[src/rtl/ram_b_master_pkg.sv]
// Shared definitions for the RAM_B initiator: FSM state encoding, RAM
// geometry, the expected tag word and the read-pipe flag bundle.
package ram_b_master_pkg;

   typedef enum logic [1:0] {
      IDLE     = 2'd0,
      WR       = 2'd1,
      RD_ISSUE = 2'd2,
      RD_DRAIN = 2'd3
   } state_t;

   localparam logic [15:0] RAM_B_TAG    = 16'hFF37;
   localparam int          RAM_B_DEPTH  = 128;
   localparam int          RAM_B_ADDR_W = 20;
   localparam int          RAM_B_DATA_W = 32;

   // Per-beat sideband carried alongside the RAM read latency.
   typedef struct packed {
      logic valid;
      logic last;
      logic err;
   } rd_flags_t;

   // True when a word address falls outside the populated RAM range.
   function automatic logic addr_oob(input logic [RAM_B_ADDR_W-1:0] addr,
                                     input logic [RAM_B_ADDR_W-1:0] depth);
      return (addr >= depth);
   endfunction

endpackage

[src/rtl/ram_b_rd_pipe.sv]
// Two-stage valid/last/err shift register. A beat enters when its address
// is driven onto addra and leaves two edges later, exactly when the RAM's
// registered read data for that address is on douta.
module ram_b_rd_pipe
   import ram_b_master_pkg::*;
(
   input  logic      i_clka,
   input  logic      i_rst,
   input  rd_flags_t i_flags,
   output rd_flags_t o_flags
);

   rd_flags_t r_stage [2];

   genvar gi;
   generate
      for (gi = 0; gi < 2; gi++) begin : g_stage
         if (gi == 0) begin : g_head
            // First stage samples the flags of the beat being issued.
            always_ff @(posedge i_clka or posedge i_rst) begin
               if (i_rst) r_stage[gi] <= '0;
               else       r_stage[gi] <= i_flags;
            end
         end else begin : g_tail
            // Later stages shift the flags forward one cycle.
            always_ff @(posedge i_clka or posedge i_rst) begin
               if (i_rst) r_stage[gi] <= '0;
               else       r_stage[gi] <= r_stage[gi-1];
            end
         end
      end
   endgenerate

   assign o_flags = r_stage[1];

endmodule

[src/rtl/ram_b_master.sv]
// RAM_B initiator: single-word writes and burst reads over a valid/ready
// request port, driving a single-port RAM with a one-cycle registered read.
// Optional build macro: RAM_B_MASTER_TAG_CHECK_EN adds tag checking of
// douta[47:32] and the sticky tag_fault output.
module ram_b_master
   import ram_b_master_pkg::*;
#(
   parameter int          DEPTH = RAM_B_DEPTH,
   parameter int          LEN_W = 4,
   parameter logic [15:0] TAG   = RAM_B_TAG
)(
   input  logic                      clka,
   input  logic                      rst,
   input  logic                      req_valid,
   output logic                      req_ready,
   input  logic                      req_we,
   input  logic [RAM_B_ADDR_W-1:0]   req_addr,
   input  logic [LEN_W-1:0]          req_len,
   input  logic [RAM_B_DATA_W-1:0]   req_wdata,
   output logic [RAM_B_ADDR_W-1:0]   addra,
   output logic                      wea,
   output logic [RAM_B_DATA_W-1:0]   dina,
   input  logic [RAM_B_DATA_W+15:0]  douta,
   output logic                      rsp_valid,
   output logic [RAM_B_DATA_W-1:0]   rsp_data,
   output logic                      rsp_last,
   output logic                      rsp_err,
   output logic                      wr_done
`ifdef RAM_B_MASTER_TAG_CHECK_EN
   ,
   output logic                      tag_fault
`endif
);

   localparam logic [RAM_B_ADDR_W-1:0] DEPTH_A = RAM_B_ADDR_W'(DEPTH);

   state_t                    r_state;
   logic [LEN_W-1:0]          r_remaining;
   logic                      w_accept;
   logic [RAM_B_ADDR_W-1:0]   w_next_addr;
   rd_flags_t                 w_issue;
   rd_flags_t                 w_pipe;
   logic                      w_tag_bad;

   assign req_ready   = (r_state == IDLE);
   assign w_accept    = req_valid & req_ready;
   assign w_next_addr = addra + RAM_B_ADDR_W'(1);

   // Flags for the beat whose address is loaded onto addra at this edge.
   always_comb begin
      w_issue = '0;
      if (r_state == IDLE && w_accept && !req_we) begin
         w_issue.valid = 1'b1;
         w_issue.last  = (req_len == '0);
         w_issue.err   = addr_oob(req_addr, DEPTH_A);
      end else if (r_state == RD_ISSUE && r_remaining != '0) begin
         w_issue.valid = 1'b1;
         w_issue.last  = (r_remaining == LEN_W'(1));
         w_issue.err   = addr_oob(w_next_addr, DEPTH_A);
      end
   end

   ram_b_rd_pipe u_rd_pipe (
      .i_clka  (clka),
      .i_rst   (rst),
      .i_flags (w_issue),
      .o_flags (w_pipe)
   );

   // Request FSM: owns the RAM port and the burst counter.
   always_ff @(posedge clka or posedge rst) begin
      if (rst) begin
         r_state     <= IDLE;
         r_remaining <= '0;
         addra       <= '0;
         wea         <= 1'b0;
         dina        <= '0;
         wr_done     <= 1'b0;
      end else begin
         wr_done <= 1'b0;
         case (r_state)
            IDLE: begin
               if (w_accept) begin
                  addra <= req_addr;
                  if (req_we) begin
                     dina    <= req_wdata;
                     wea     <= 1'b1;
                     r_state <= WR;
                  end else begin
                     r_remaining <= req_len;
                     r_state     <= RD_ISSUE;
                  end
               end
            end
            WR: begin
               // The RAM commits the word at this edge.
               wea     <= 1'b0;
               wr_done <= 1'b1;
               r_state <= IDLE;
            end
            RD_ISSUE: begin
               if (r_remaining != '0) begin
                  addra       <= w_next_addr;
                  r_remaining <= r_remaining - LEN_W'(1);
               end else begin
                  r_state <= RD_DRAIN;
               end
            end
            RD_DRAIN: begin
               // Release the port only once the final beat has been seen,
               // so a new request can never overlap an in-flight burst.
               if (rsp_last) r_state <= IDLE;
            end
            default: r_state <= IDLE;
         endcase
      end
   end

`ifdef RAM_B_MASTER_TAG_CHECK_EN
   assign w_tag_bad = w_pipe.valid && !w_pipe.err && (douta[RAM_B_DATA_W+15:RAM_B_DATA_W] != TAG);

   // Sticky record of any in-range beat that came back with a bad tag.
   always_ff @(posedge clka or posedge rst) begin
      if (rst)            tag_fault <= 1'b0;
      else if (w_tag_bad) tag_fault <= 1'b1;
   end
`else
   logic w_unused_tag;
   assign w_tag_bad    = 1'b0;
   assign w_unused_tag = ^{douta[RAM_B_DATA_W+15:RAM_B_DATA_W], TAG};
`endif

   // Response register: captures douta when the aligned flags say a beat
   // is due; data holds between beats, the flags pulse for one cycle.
   always_ff @(posedge clka or posedge rst) begin
      if (rst) begin
         rsp_valid <= 1'b0;
         rsp_data  <= '0;
         rsp_last  <= 1'b0;
         rsp_err   <= 1'b0;
      end else begin
         rsp_valid <= w_pipe.valid;
         rsp_last  <= w_pipe.valid & w_pipe.last;
         rsp_err   <= w_pipe.valid & (w_pipe.err | w_tag_bad);
         if (w_pipe.valid) rsp_data <= douta[RAM_B_DATA_W-1:0];
      end
   end

endmodule

[config.mk]
export PLATFORM = sky130hd
export DESIGN_NAME = ram_b_master
export DESIGN_NICKNAME = d
export VERILOG_FILES = /design/src/rtl/ram_b_master_pkg.sv /design/src/rtl/ram_b_rd_pipe.sv /design/src/rtl/ram_b_master.sv
export SDC_FILE = /design/constraint.sdc
export NUM_CORES = 1
export LEC_CHECK = 0
export BUFFER_PORTS_ARGS = -buffer_cell sky130_fd_sc_hd__buf_4
export CAP_MARGIN = 5
export CELL_PAD_IN_SITES_DETAIL_PLACEMENT = 2
export CELL_PAD_IN_SITES_GLOBAL_PLACEMENT = 2
export CORE_MARGIN = 5
export CORE_UTILIZATION = 29
export DETAILED_ROUTE_END_ITERATION = 8
export GPL_TIMING_DRIVEN = 0
export PLACE_DENSITY_LB_ADDON = 0.2
export SETUP_SLACK_MARGIN = 0.5
export SLEW_MARGIN = 40
export SYNTH_ARGS = -nofsm -noshare
export SYNTH_HDL_FRONTEND = slang
export SYNTH_HIERARCHICAL = 1
export SYNTH_SLANG_ARGS = --single-unit
[constraint.sdc]
create_clock -name clka -period 3.4 [get_ports clka]
set_input_delay 0.68 -clock clka [delete_from_list [all_inputs] [get_ports clka]]
set_output_delay 0.68 -clock clka [all_outputs]
set_load 0.05 [all_outputs]
==> impl_metrics.ini <==
[drt]
wl_per_cell_um = 20.00
wirelength_mm = 16.40
drtPass1Iterations = 4
drcViolationCount = 0
drtAntennaViolNets = 0
vias = 3983
viasPerCell = 4.857
dr.first_iter.drc_count = 134

[sta]
slew_headroom = 0.5009
max_freq_mhz = 406.8
grt_setup_unrepaired = no
fin_setup_tns_ns = 0
fin_crit_ns = 2.458
clock_skew_ns = 0.007224
hold_violations = 0
period_share = 0.7230
setup_violations = 0
slew_viol_final = 0
setup_slack_ns = 0.9418
worst_slew_pin_slew_ns = 0.7446

[synth]
synth_top_family_by_area = multiplexers
synthFlopType = dfrtp_1
synthesis.area_um2 = 4572
ys_warn_count = 6
synth_seq_cells = 101
synth_edf_count = 0
synth_xor_area_frac = 0.01341
yosysSeqAreaShare = 0.5528
synth_fp_nets = 514
muxShareOfSynthArea = 0.1598
yosys.area_share.simple = 0.1294
synth_compound_area_frac = 0.1015
synth_cell_types = 45
async_flop_share = 1.000
synth_area_per_cell_um2 = 11.34
syn_inst = 403
synthAdderAreaFrac = 0.008210

[hold_path]
min_path_type = in -> async

[global_route]
grt_max_degree = 26
overflow = 0
grt_antenna_before_repair = 0
grt_pass1_vias = 4495
grt_pass1_wl_mm = 25.71
track_usage = 0.1804

[floorplanning]
dieWidth_um = 135.6
start_util = 0.2920
die_h_um = 135.6
die_area_um2 = 18380
ioPinCount = 198
num_rows = 46
core_area_um2 = 15660

[clocking]
cts_tree = built
clkSinkCount = 101
cts_max_level = 3
post_cts_resized = 0
postCtsSetupBuffers = 0
path_clk_slew_ns = 0.07
cts.path.max_buffers = 2
cts_made_buffers = 9
cts-hold-fix-buffers = 0
clk_latency_ns = 0.35
clockRootBuffer = clkbuf_16

[setup_path]
path_buf_inv = 0
crit_family = simple AND/OR/NAND/NOR gates
worstPathArrival_ns = 2.67
crit_chain = ha_1 -> nand4_2 -> nor4_4 -> nand4_1 -> o21ba_2 -> o22ai_1 -> a41oi_1
max_stage_delay_ns = 0.47
path_max_fanout = 7
rr_startpoint = addra[0]
critPathSlowestCell = dfrtp_1
criticalPathCategory = reg -> reg
crit_start = addra[0]
end_kind = register
worstRegToRegCells = 7
required_ns = 3.61
startpoint_type = register
crit_cells = 7

[cells_and_area]
n_fill_cell = 1651
syn2layout_area_growth_pct = 45.27
drive_gt1_frac = 0.4752
fin_nets = 710
final_cells = 820
antenna-diode-count = 0

[run_status]
status = completed

[place]
post-dp-hpwl_mm = 12.77
gp_congestion = 0.7944
placed_cells = 804
port_buffers = 181
dp_slack_ns = 0.9584

[power_and_ir_drop]
vdd_drop_max_mv = 0.3542
pwr_density_cell_nw_per_um2 = 982.9
p_leak_nw = 3.143

[run]
maxCapViolCount = 0
cells in the final DEF, fill, tap and decap left out, drive strengths merged, types with 2 or more instances in the layout:
master and instances:
clkinv 2, xor2 2, dfrtp 101, nor2b 3
mux2 64, inv 8, buf 196, or3 2
o22ai 8, nor3 9, bufinv 2, ha 3
xnor2 5, o21ai 22, nor4 6, nor2 32
a211oi 3, a31oi 3, nand2 22, a22oi 4
a2bb2oi 2, clkbuf 27, and2 2, and3 8
nand4 6, nand3 18, a21oi 29, nand2b 3
worst paths after layout:
path,end,slack (ns)
setup / recovery,u_rd_pipe/r_stage[3],0.94
hold / removal,u_rd_pipe/r_stage[5],0.26
setup reg to reg,u_rd_pipe/r_stage[3],0.94
hold reg to reg,u_rd_pipe/o_flags[0],0.35
max in group asynchronous,r_remaining[2],2.38
min in group clka,u_rd_pipe/o_flags[0],0.35
final cells by class:
class / count / area [um2] / share of cell area
multi-input combinational: 267 / 1897 / 0.2856
inverter: 7 / 30.03 / 0.004521
sequential: 101 / 2527 / 0.3806
timing repair buffer: 185 / 1454 / 0.2189
clock inverter: 6 / 91.34 / 0.01375
buffer: 28 / 132.6 / 0.01997
clock buffer: 10 / 239.0 / 0.03598
tap: 216 / 270.3 / 0.04069
routing by layer:
layer  up-vias  global-route usage  wire length (um)
li1       1833                   -                 -
met1      1993              0.2268              6956
met5         -                   0                 0
met2       137              0.3061              8168
met4         0             0.06663               333
met3        20             0.03752               940
stage by stage:
stage               hold slack [ns]  instance area [um2]    util  power [W]
CTS                          0.2563                 6635  0.4238   0.006621
detailed placement           0.3370                 6305  0.4027   0.005424
global route                 0.2691                 6641  0.4242   0.006879
finish                       0.2553                 6641  0.4242   0.006528
floorplan                    0.3312                 4576       -   0.004226
global placement             0.3339                 6205  0.3963   0.005275
power by group:
part	total, W	internal [W]	leakage (nW)	switching (W)
logic	0.00336	0.00112	1.72	0.00224
clock network	0.00116	0.000671	0.163	0.000484
registers	0.00202	0.00163	1.26	0.000383
total	0.00653	0.00342	3.14	0.00310
sequential cells by signal, summed over array words and instances (netlist names):
| register | flops |
|---|---|
| r_state | 2 |
| rsp_valid | 1 |
| wr_done | 1 |
| dina | 32 |
| wea | 1 |
| rsp_err | 1 |
| addra | 20 |
| u_rd_pipe/r_stage | 3 |
| r_remaining | 4 |
| rsp_data | 32 |
| rsp_last | 1 |
| u_rd_pipe/o_flags | 3 |
cells in the mapped netlist (all sizes together) (2+ instances only):
library cell	number	area (um2)
nor2b	3	18.77
dfrtp	101	2527
a31oi	3	18.77
nand2b	3	18.77
nor3	9	50.05
clkbuf	17	63.81
o22ai	8	50.05
a22oi	4	30.03
nand2	22	82.58
ha	3	37.54
and2	2	12.51
o21ai	22	110.1
xor2	2	17.52
a2bb2oi	2	17.52
buf	11	68.81
a211oi	3	22.52
or3	2	12.51
nor4	6	58.80
mux2	64	720.7
inv	7	26.28
nor2	32	122.6
nand4	6	50.04
and3	8	50.05
nand3	18	90.09
a21oi	29	156.4
xnor2	5	43.79
kinds of logic (layout without fill, tap and decap cells):
kind of cell    count (synthesis)  in the layout
mux                            65             65
compound gates                 78             78
flops                         101            101
simple gates                  114            114
buf+inv                        35            236
xor+xnor                        7              7
fa+ha+maj                       3              3
Power figures use the tool's default switching activity.
